==> src/rtl/execute_stage_pkg.sv <==
// Shared encodings, FSM state type and the execute->memory payload for execute_stage.
package execute_stage_pkg;

  localparam int unsigned XLEN = 32;

  localparam logic [3:0] ALU_ADD  = 4'd0;
  localparam logic [3:0] ALU_SUB  = 4'd1;
  localparam logic [3:0] ALU_SLL  = 4'd2;
  localparam logic [3:0] ALU_SLT  = 4'd3;
  localparam logic [3:0] ALU_SLTU = 4'd4;
  localparam logic [3:0] ALU_XOR  = 4'd5;
  localparam logic [3:0] ALU_SRL  = 4'd6;
  localparam logic [3:0] ALU_SRA  = 4'd7;
  localparam logic [3:0] ALU_OR   = 4'd8;
  localparam logic [3:0] ALU_AND  = 4'd9;

  localparam logic [2:0] LONG_MUL    = 3'd0;
  localparam logic [2:0] LONG_MULH   = 3'd1;
  localparam logic [2:0] LONG_MULHSU = 3'd2;
  localparam logic [2:0] LONG_MULHU  = 3'd3;
  localparam logic [2:0] LONG_DIV    = 3'd4;
  localparam logic [2:0] LONG_DIVU   = 3'd5;
  localparam logic [2:0] LONG_REM    = 3'd6;
  localparam logic [2:0] LONG_REMU   = 3'd7;

  typedef logic [1:0] state_t;
  localparam state_t IDLE = 2'd0;
  localparam state_t BUSY = 2'd1;
  localparam state_t DONE = 2'd2;

  typedef struct packed {
    logic [XLEN-1:0] alu_out;
    logic [XLEN-1:0] rs2_data;
    logic [XLEN-1:0] imm;
    logic [XLEN-1:0] pc;
    logic [3:0]      op_type;
    logic            is_memory_instruction;
    logic            reg_wb_en;
    logic            is_long;
    logic [4:0]      rd_label;
    logic [1:0]      wb_sel;
  } ex_mem_t;

  // Operand A is treated as signed for these ops.
  function automatic logic long_a_signed(input logic [2:0] op);
    return (op == LONG_MUL) || (op == LONG_MULH) || (op == LONG_MULHSU) ||
           (op == LONG_DIV) || (op == LONG_REM);
  endfunction

  function automatic logic long_b_signed(input logic [2:0] op);
    return (op == LONG_MUL) || (op == LONG_MULH) || (op == LONG_DIV) || (op == LONG_REM);
  endfunction

endpackage

==> src/rtl/execute_stage_long_op_unit.sv <==
// Iterative RV32M multiply/divide: shift-add multiply, restoring divide on magnitudes.
// FAST_MUL_EN: multiplies use a combinational multiplier and skip the BUSY phase.
module execute_stage_long_op_unit
  import execute_stage_pkg::*;
#(
  parameter int unsigned LONG_CYCLES = 32
) (
  input  logic            clk_i,
  input  logic            rst_ni,
  input  logic            start_i,
  input  logic            flush_i,
  input  logic            ack_i,
  input  logic [2:0]      op_i,
  input  logic [XLEN-1:0] a_i,
  input  logic [XLEN-1:0] b_i,
  output logic [XLEN-1:0] result_c,
  output logic            done_c
);

  localparam int unsigned CNT_W = (LONG_CYCLES > 1) ? $clog2(LONG_CYCLES) : 1;

  state_t              state_q, state_d;
  logic [CNT_W-1:0]    cnt_q, cnt_d;
  logic [2*XLEN-1:0]   acc_q, acc_d;
  logic [XLEN-1:0]     opb_q, opb_d;
  logic [2:0]          op_q, op_d;
  logic                neg_q, neg_d;

  logic                a_sgn, b_sgn;
  logic [XLEN-1:0]     abs_a, abs_b;
  logic [XLEN:0]       mul_sum;
  logic [2*XLEN-1:0]   mul_next, div_next, prod_fix;
  logic [XLEN:0]       div_trial;
  logic [XLEN-1:0]     div_diff;
  logic                div_ge;
`ifdef FAST_MUL_EN
  logic [2*XLEN-1:0]   a_ext, b_ext, fast_prod;
`endif

  always_ff @(posedge clk_i or negedge rst_ni) begin
    if (!rst_ni) begin
      state_q <= IDLE;
      cnt_q   <= '0;
      acc_q   <= '0;
      opb_q   <= '0;
      op_q    <= '0;
      neg_q   <= 1'b0;
    end else begin
      state_q <= state_d;
      cnt_q   <= cnt_d;
      acc_q   <= acc_d;
      opb_q   <= opb_d;
      op_q    <= op_d;
      neg_q   <= neg_d;
    end
  end

  // Next state plus operand latch and one iteration step per BUSY cycle.
  always_comb begin
    state_d = state_q;
    cnt_d   = cnt_q;
    acc_d   = acc_q;
    opb_d   = opb_q;
    op_d    = op_q;
    neg_d   = neg_q;

    a_sgn = long_a_signed(op_i) & a_i[XLEN-1];
    b_sgn = long_b_signed(op_i) & b_i[XLEN-1];
    abs_a = a_sgn ? -a_i : a_i;
    abs_b = b_sgn ? -b_i : b_i;

    mul_sum  = {1'b0, acc_q[2*XLEN-1:XLEN]} + (acc_q[0] ? {1'b0, opb_q} : '0);
    mul_next = {mul_sum, acc_q[XLEN-1:1]};

    div_trial = {acc_q[2*XLEN-1:XLEN], acc_q[XLEN-1]};
    div_ge    = div_trial >= {1'b0, opb_q};
    div_diff  = div_trial[XLEN-1:0] - opb_q;
    div_next  = {(div_ge ? div_diff : div_trial[XLEN-1:0]), acc_q[XLEN-2:0], div_ge};

`ifdef FAST_MUL_EN
    a_ext     = {{XLEN{a_sgn}}, a_i};
    b_ext     = {{XLEN{b_sgn}}, b_i};
    fast_prod = a_ext * b_ext;
`endif

    case (state_q)
      IDLE: begin
        if (start_i) begin
          op_d    = op_i;
          opb_d   = abs_b;
          acc_d   = {{XLEN{1'b0}}, abs_a};
          cnt_d   = '0;
          state_d = BUSY;
          if (!op_i[2])     neg_d = a_sgn ^ b_sgn;
          else if (op_i[1]) neg_d = a_sgn;
          else              neg_d = (a_sgn ^ b_sgn) & (|b_i);
`ifdef FAST_MUL_EN
          if (!op_i[2]) begin
            acc_d   = fast_prod;
            neg_d   = 1'b0;
            state_d = DONE;
          end
`endif
        end
      end
      BUSY: begin
        acc_d = op_q[2] ? div_next : mul_next;
        cnt_d = cnt_q + CNT_W'(1);
        if (cnt_q == CNT_W'(LONG_CYCLES - 1)) begin
          cnt_d   = '0;
          state_d = DONE;
        end
      end
      DONE: begin
        if (ack_i) state_d = IDLE;
      end
      default: state_d = IDLE;
    endcase

    if (flush_i) begin
      state_d = IDLE;
      cnt_d   = '0;
    end
  end

  // Sign fix and word select from the finished accumulator.
  always_comb begin
    prod_fix = neg_q ? -acc_q : acc_q;
    case (op_q)
      LONG_MUL:                          result_c = prod_fix[XLEN-1:0];
      LONG_MULH, LONG_MULHSU, LONG_MULHU: result_c = prod_fix[2*XLEN-1:XLEN];
      LONG_DIV, LONG_DIVU:               result_c = neg_q ? -acc_q[XLEN-1:0] : acc_q[XLEN-1:0];
      default:                           result_c = neg_q ? -acc_q[2*XLEN-1:XLEN]
                                                          : acc_q[2*XLEN-1:XLEN];
    endcase
    done_c = (state_q == DONE);
  end

endmodule

==> src/rtl/execute_stage.sv <==
// Execute stage: single-cycle ALU, iterative RV32M unit and the execute->memory register.
module execute_stage
  import execute_stage_pkg::*;
#(
  parameter int unsigned LONG_CYCLES = 32
) (
  input  logic        clk_i,
  input  logic        rst_ni,
  input  logic        busywait_i,
  input  logic        flush_i,
  input  logic        valid_i,
  input  logic [31:0] rs1_data_i,
  input  logic [31:0] rs2_data_i,
  input  logic [31:0] imm_i,
  input  logic [31:0] pc_i,
  input  logic        alu_src_imm_i,
  input  logic [3:0]  alu_op_i,
  input  logic        is_long_i,
  input  logic [2:0]  long_op_i,
  input  logic [3:0]  op_type_i,
  input  logic        is_memory_instruction_i,
  input  logic        reg_wb_en_i,
  input  logic [4:0]  rd_label_i,
  input  logic [1:0]  wb_sel_i,
  output logic        stall_o,
  output logic [31:0] alu_out_o,
  output logic [31:0] rs2_data_o,
  output logic [31:0] imm_o,
  output logic [31:0] pc_o,
  output logic [3:0]  op_type_o,
  output logic        is_memory_instruction_o,
  output logic        reg_wb_en_o,
  output logic        is_long_o,
  output logic [4:0]  rd_label_o,
  output logic [1:0]  wb_sel_o
);

  ex_mem_t         ex_q, ex_d;
  logic [XLEN-1:0] opb, alu_res, long_result;
  logic [4:0]      shamt;
  logic            long_done;

  execute_stage_long_op_unit #(
    .LONG_CYCLES (LONG_CYCLES)
  ) u_long_op_unit (
    .clk_i    (clk_i),
    .rst_ni   (rst_ni),
    .start_i  (valid_i & is_long_i & ~flush_i),
    .flush_i  (flush_i),
    .ack_i    (~busywait_i),
    .op_i     (long_op_i),
    .a_i      (rs1_data_i),
    .b_i      (rs2_data_i),
    .result_c (long_result),
    .done_c   (long_done)
  );

  // Single-cycle ALU.
  always_comb begin
    opb   = alu_src_imm_i ? imm_i : rs2_data_i;
    shamt = opb[4:0];
    case (alu_op_i)
      ALU_ADD:  alu_res = rs1_data_i + opb;
      ALU_SUB:  alu_res = rs1_data_i - opb;
      ALU_SLL:  alu_res = rs1_data_i << shamt;
      ALU_SLT:  alu_res = XLEN'($signed(rs1_data_i) < $signed(opb));
      ALU_SLTU: alu_res = XLEN'(rs1_data_i < opb);
      ALU_XOR:  alu_res = rs1_data_i ^ opb;
      ALU_SRL:  alu_res = rs1_data_i >> shamt;
      ALU_SRA:  alu_res = $signed(rs1_data_i) >>> shamt;
      ALU_OR:   alu_res = rs1_data_i | opb;
      ALU_AND:  alu_res = rs1_data_i & opb;
      default:  alu_res = '0;
    endcase
  end

  assign stall_o = busywait_i | (valid_i & is_long_i & ~long_done);

  // Output register next value: hold on busywait, bubble unless a result is ready.
  always_comb begin
    ex_d = ex_q;
    if (!busywait_i) begin
      ex_d = '0;
      if (valid_i && !flush_i && (!is_long_i || long_done)) begin
        ex_d.alu_out               = is_long_i ? long_result : alu_res;
        ex_d.rs2_data              = rs2_data_i;
        ex_d.imm                   = imm_i;
        ex_d.pc                    = pc_i;
        ex_d.op_type               = op_type_i;
        ex_d.is_memory_instruction = is_memory_instruction_i;
        ex_d.reg_wb_en             = reg_wb_en_i;
        ex_d.is_long               = is_long_i;
        ex_d.rd_label              = rd_label_i;
        ex_d.wb_sel                = wb_sel_i;
      end
    end
  end

  always_ff @(posedge clk_i or negedge rst_ni) begin
    if (!rst_ni) ex_q <= '0;
    else         ex_q <= ex_d;
  end

  assign alu_out_o               = ex_q.alu_out;
  assign rs2_data_o              = ex_q.rs2_data;
  assign imm_o                   = ex_q.imm;
  assign pc_o                    = ex_q.pc;
  assign op_type_o               = ex_q.op_type;
  assign is_memory_instruction_o = ex_q.is_memory_instruction;
  assign reg_wb_en_o             = ex_q.reg_wb_en;
  assign is_long_o               = ex_q.is_long;
  assign rd_label_o              = ex_q.rd_label;
  assign wb_sel_o                = ex_q.wb_sel;

endmodule

==> config.mk <==
export PLATFORM = sky130hd
export DESIGN_NAME = execute_stage
export DESIGN_NICKNAME = d
export VERILOG_FILES = /design/src/rtl/execute_stage_pkg.sv /design/src/rtl/execute_stage_long_op_unit.sv /design/src/rtl/execute_stage.sv
export SDC_FILE = /design/constraint.sdc
export NUM_CORES = 1
export LEC_CHECK = 0
export ABC_AREA = 1
export BUFFER_PORTS_ARGS = -buffer_cell sky130_fd_sc_hd__buf_2
export CELL_PAD_IN_SITES_DETAIL_PLACEMENT = 2
export CELL_PAD_IN_SITES_GLOBAL_PLACEMENT = 2
export CORE_AREA = 2 2 244 366
export CTS_CLUSTER_DIAMETER = 40
export DETAILED_ROUTE_END_ITERATION = 12
export DIE_AREA = 0 0 246 368
export PLACE_DENSITY_LB_ADDON = 0.1
export SETUP_SLACK_MARGIN = 0.4
export SYNTH_ARGS = -nofsm -noshare
export SYNTH_HDL_FRONTEND = slang
export SYNTH_SLANG_ARGS = --single-unit
==> constraint.sdc <==
create_clock -name clk_i -period 5.1 [get_ports clk_i]
set_input_delay 1.02 -clock clk_i [delete_from_list [all_inputs] [get_ports clk_i]]
set_output_delay 1.02 -clock clk_i [all_outputs]
set_load 0.01 [all_outputs]
# After elaboration in Yosys (flattened, before gate mapping)
# Cells that the tools add are included.
[classes] n_addsub=10 n_lt_le_gt_ge=3 eq_ne=25 shifts=3 n_mux=26 bitwise_logic=13 reduce_logical=24
[op_table] op="one-hot mux 32 bit (10 select lines)" count=1
[op_table] op="two-way mux 32 bit" count=8
[op_table] op="two-way mux 64 bit" count=3
[op_table] op="two-way mux 142 bit" count=1
[op_table] op="negator 32 bit" count=4
[op_table] op="one-hot mux 64 bit (2 select lines)" count=1
[op_table] op="one-hot mux 32 bit (3 select lines)" count=1
[op_table] op="less-than comparator 32 bit" count=2
[op_table] op="negator 64 bit" count=1
[op_table] op="subtractor 32 bit" count=2
[op_table] op="adder 32 x 33 -> 33 bit" count=1
[op_table] op="greater-or-equal comparator 33 x 32 -> 1 bit" count=1
[op_table] op="adder 32 bit" count=1
[op_table] op="AND 32 bit" count=1
[op_table] op="OR 32 bit" count=1
[op_table] op="OR reduction 32 bit" count=1
[op_table] op="<< shifter 32 x 5 -> 32 bit" count=1
[op_table] op="right shift 32 x 5 -> 32 bit" count=1
[op_table] op=">>> shifter 32 x 5 -> 32 bit" count=1
[op_table] op="bitwise XOR 32 bit" count=1
[op_table] op="== test 4 x 3 -> 1 bit, second input constant" count=4
[op_table] op="two-way mux 5 bit" count=3
[op_table] op="== test 3 bit, second input constant" count=4
[op_table] op="one-hot mux 5 bit (2 select lines)" count=1
[op_table] op="31 further kinds" count=58
[word_totals] reg_bits=249 inputBits=155 elab_cells=120

# Logic depth before layout (Yosys ltp)
[depth] word_depth=10 ltp_mapped=25 depth_no_buf=22

# Modules after synthesis
# A second synthesis with hierarchy kept.
[hier_totals] hier_cells=5274 hier_area_um2=30724.5
[modules_own_cells] module="execute_stage_long_op_unit" instances=1 cells_per_inst=2795 area_per_inst_um2=15454.8
[modules_own_cells] module="execute_stage" instances=1 cells_per_inst=2479 area_per_inst_um2=15269.6

# Worst setup path before layout
# No wires, ideal clock.
[synth_path] path_kind="input to register" from="input port alu_src_imm_i" to="register ex_q, in the netlist alu_out_o[28]" setup_time_ps=116 t_arrival_ps=3288 required_ps=4984 path_slack_ps=1696 stages=19 path_buffers=4 path_cell_list="buf_6 buf_6 clkbuf_1 nand2_1 o21ai_0 ha_1 buf_2 nor2_1 inv_1 nor3_1 nand2_1 nor3_1 nand2_1 nand2_1 nand2_1 nand3_1 nand4_1 nand2_1 nand2_1"
[synth_via] elab_chain_cells=5 elab_cells_between_ends=12 cone_classes="add/sub: 2; shift: 3; mux: 4; bitwise: 3"
[synth_lines] element="start, declared" line_no="execute_stage.sv:16" rtl="input logic alu_src_imm_i,"
[synth_lines] element="two-way mux 32 bit *" line_no="execute_stage.sv:60" rtl="opb = alu_src_imm_i ? imm_i : rs2_data_i;"
[synth_lines] element="subtractor 32 bit, or another cell as far along" line_no="execute_stage.sv:64" rtl="ALU_SUB: alu_res = rs1_data_i - opb;"
[synth_lines] element="one-hot mux 32 bit (10 select lines) *" line_no="execute_stage.sv:62" rtl="case (alu_op_i)"
[synth_lines] element="two-way mux 32 bit *" line_no="execute_stage.sv:85" rtl="ex_d.alu_out = is_long_i ? long_result : alu_res;"
[synth_lines] element="two-way mux 142 bit *" line_no="execute_stage.sv:84" rtl="if (valid_i && !flush_i && (!is_long_i || long_done)) begin"
[synth_lines] element="end signal, assigned" line_no="execute_stage.sv:100" rtl="if (!rst_ni) ex_q <= '0;"
[synth_lines] element="end signal, assigned" line_no="execute_stage.sv:101" rtl="else ex_q <= ex_d;"
[synth_lines] element="end, declared" line_no="execute_stage.sv:38" rtl="ex_mem_t ex_q, ex_d;"
# Mark *: on every way between the ends. The rest lies on a longest branch, timed or not.
# A chain may end at the register's enable or synchronous reset.

# Worst setup path in the final report
# Ends and elaborated chain as after synthesis.

==> flow_metrics.env <==
export IMPL_cts_root_buf="clkbuf_16"
export IMPL_dieArea_um2=90500
export IMPL_vias_per_cell=6.04
export IMPL_muxShareOfSynthArea_pct=0
export IMPL_start_kind="input pin"
export IMPL_wl_um=216000
export IMPL_hpwlAfterDp_um=172000
export IMPL_postLayoutCoreUtil_pct=40.0
export IMPL_synth_area_leader_cell="dfrtp_1"
export IMPL_min_period_ns=4.38
export IMPL_globalRoute_totalOverflow=0
export IMPL_drv_slew=2
export IMPL_fin_crit_sh_pct=86.0
export IMPL_place_inst=6570
export IMPL_grt_setup_unrepaired="no"
export IMPL_ys_seq_elements=249
export IMPL_core_area_um2=87400
export IMPL_ctsResizeCount=0
export IMPL_portBuffers=297
export IMPL_synth_cell_area_um2=30400
export IMPL_ys_warn_count=0
export IMPL_crit_type="input pin to register"
export IMPL_finalSetupViolCount=0
export IMPL_tightest_slew_ns=1.54
export IMPL_cts_htree_levels=2
export IMPL_row_count=133
export IMPL_finalHoldViolations=0
export IMPL_drtIter0Drc=2859
export IMPL_arrival_ns=4.87
export IMPL_ir_worst_vdd_mv=0.298
export IMPL_end_kind="register"
export IMPL_grt_use_total_pct=47.3
export IMPL_synth_area_per_cell_um2=5.82
export IMPL_critPathMaxFanout=32
export IMPL_layout_drive_gt1_share_pct=10.9
export IMPL_die_w_um=246
export IMPL_synth_main_ff_cell="dfrtp_1"
export IMPL_grt_first_pass_wirelength_um=309000
export IMPL_area_growth_pct=15.0
export IMPL_final_seq_area_um2=6230
export IMPL_synthCells=5218
export IMPL_ys_async_sr_fraction_pct=100
export IMPL_io_pins=298
export IMPL_fillers=11400
export IMPL_instances_no_fill=6678
export IMPL_synth_top_family_by_area="simple AND/OR/NAND/NOR gates"
export IMPL_synth_edf_count=0
export IMPL_synth_area_top_cells="dfrtp_1, nand2_1, nand3_1"
export IMPL_grt_pass1_vias=43700
export IMPL_cts_made_buffers=48
export IMPL_clock_skew_ns=0.0359
export IMPL_clk_pin_slew_ns=0.05
export IMPL_yosys_area_share_xor_xnor_pct=2.08
export IMPL_synth_compound_area_share_pct=18.1
export IMPL_drt_pre_antenna_iters=5
export IMPL_synth_simple_area_share_pct=40.2
export IMPL_fmax_mhz=228
export IMPL_wl_per_cell_um=32.4
export IMPL_start_util_pct=34.8
export IMPL_gp_congestion=1.07
export IMPL_violations="max-capacitance violations, max-slew violations"
export IMPL_synth_fa_ha_area_share_pct=7.27
export IMPL_antenna_found_initial=23
export IMPL_multiInputGateArea_um2=20600
export IMPL_tritoncts="built"
export IMPL_clk_path_buf_depth=3
export IMPL_hold_class="input pin to asynchronous set/reset pin"
export IMPL_yosysTopAreaCellShare_pct=20.5
export IMPL_tns_ns=0
export IMPL_slew_headroom_pct=-3.53
export IMPL_hold_buffers=0
export IMPL_reg2reg_depth=13
export IMPL_num_vias=40400
export IMPL_yosysSeqAreaShare_pct=20.5
export IMPL_synth_nets=5547
export IMPL_cp_required_ns=5.59
export IMPL_cts_sinks=249
export IMPL_status="finished, violations left"
export IMPL_maxCapViolCount=1
export IMPL_postCtsSetupRepairBufs=0
export IMPL_postRouteAntennaNets=0
export IMPL_grt_max_degree=103
export IMPL_fin_nets=5802
export IMPL_clock_latency_ns=0.63
export IMPL_p_leak_nw=18.3
export IMPL_power_density_nw_per_um2=433
export IMPL_fp_dieH_um=368
export IMPL_drc=0
export IMPL_ys_types=61
## registers in the layout (all words and copies together), names as in the netlist
register                 flops
rs2_data_o                  32
is_long_o                    1
is_memory_instruction_o      1
u_long_op_unit.acc_q        64
u_long_op_unit.op_q          3
imm_o                       32
pc_o                        32
u_long_op_unit.cnt_q         5
wb_sel_o                     2
u_long_op_unit.state_q       2
reg_wb_en_o                  1
op_type_o                    4
u_long_op_unit.opb_q        32
u_long_op_unit.neg_q         1
alu_out_o                   32
rd_label_o                   5
## logic make-up after synthesis
| group | after synthesis |
|---|---|
| AOI/OAI and AO/OA | 968 |
| and+or+nand+nor | 2883 |
| DFF | 249 |
| xor gates and xnor gates | 72 |
| adders and majority gates | 174 |
| buffers and inverters | 872 |
## synth_stat cells, drive strengths merged, types with 6 or more instances
library cell     n
nand2         1516
a31oi           33
nor2           537
o21ai          445
nor3            62
clkbuf          97
a21boi          11
nand3b          15
xor2            62
dfrtp          249
a21oi          304
xnor2           10
buf            119
a221oi          11
ha             170
or2              9
o22ai           19
o21bai          30
a22o            50
inv            652
nor4             8
o21a             6
nand3          648
a21o            12
nand4           83
o211ai          29
## worst max-delay path: stages
cell	delay, ns
clkbuf_4	0.32
buf_4	0.32
o21ai_0	0.58
ha_1	0.38
inv_1	0.22
o22ai_1	0.13
a21oi_1	0.51
nand3_1	0.17
inv_1	0.08
nand2_1	0.05
nor2_1	0.54
nand4_1	0.29
nand2_1	0.14
nand2_1	0.06
## cell type report
| type | instances | area share [%] |
|---|---|---|
| tap | 1147 | 4.11 |
| multi-input combinational | 4097 | 58.9 |
| clock inverter | 33 | 1.08 |
| inverter | 656 | 7.06 |
| timing repair buffer | 421 | 7.15 |
| antenna | 19 | 0.136 |
| clock buffer | 56 | 3.70 |
| sequential | 249 | 17.8 |
## per-stage QoR
stage	hold WS, ns	power [mW]	worst slack (ns)	cell area, um^2
2_1_floorplan	0.473	7.65	1.70	30400
3_3_place_gp	0.459	10.9	0.241	33200
3_5_place_dp	0.473	11.2	0.147	33200
4_1_cts	0.425	14.8	0.746	34900
5_1_grt	0.450	15.8	0.612	34900
6_report	0.401	15.1	0.716	34900
## placed cells by master, fill, tap and decap left out, types with 83 or more instances in the layout
cell and instances:
buf_4 119, a21oi_1 298, nand2_1 1500, inv_1 630, dfrtp_1 246, nand3_1 643, o21ai_0 387, nand4_1 83
buf_2 294, nor2_1 518, ha_1 170
## final timing paths
path                                                startpoint                                   end  slack (ns)
setup / recovery                                 alu_src_imm_i             alu_out_o[28]$_DFFE_PN0N_        0.72
hold / removal                                          rst_ni  u_long_op_unit.opb_q[29]$_DFFE_PN0P_        0.40
setup reg to reg           u_long_op_unit.acc_q[0]$_DFFE_PN0P_  u_long_op_unit.acc_q[45]$_DFFE_PN0P_        0.92
hold reg to reg                       alu_out_o[4]$_DFFE_PN0N_              alu_out_o[4]$_DFFE_PN0N_        0.49
max in group asynchronous                               rst_ni              alu_out_o[9]$_DFFE_PN0N_        3.51
min in group clk_i                    alu_out_o[4]$_DFFE_PN0N_              alu_out_o[4]$_DFFE_PN0N_        0.49
## report_power, final
group          switching [mW]  leakage [nW]  total (mW)  internal [mW]
Sequential              0.771          3.27        3.04           2.27
Combinational            6.37          14.3        8.65           2.28
Clock                    1.34         0.817        3.44           2.10
Total                    8.48          18.3        15.1           6.64
## layer usage
| layer | GRT usage, % | vias to the layer above | wire length, um |
|---|---|---|---|
| met5 | 0 | - | 63 |
| met4 | 56.7 | 10 | 31900 |
| met3 | 10.9 | 1056 | 13600 |
| met2 | 78.2 | 1748 | 101000 |
| met1 | 44.2 | 19900 | 69600 |
| li1 | - | 17600 | - |
(Power assumes the default switching activity.)
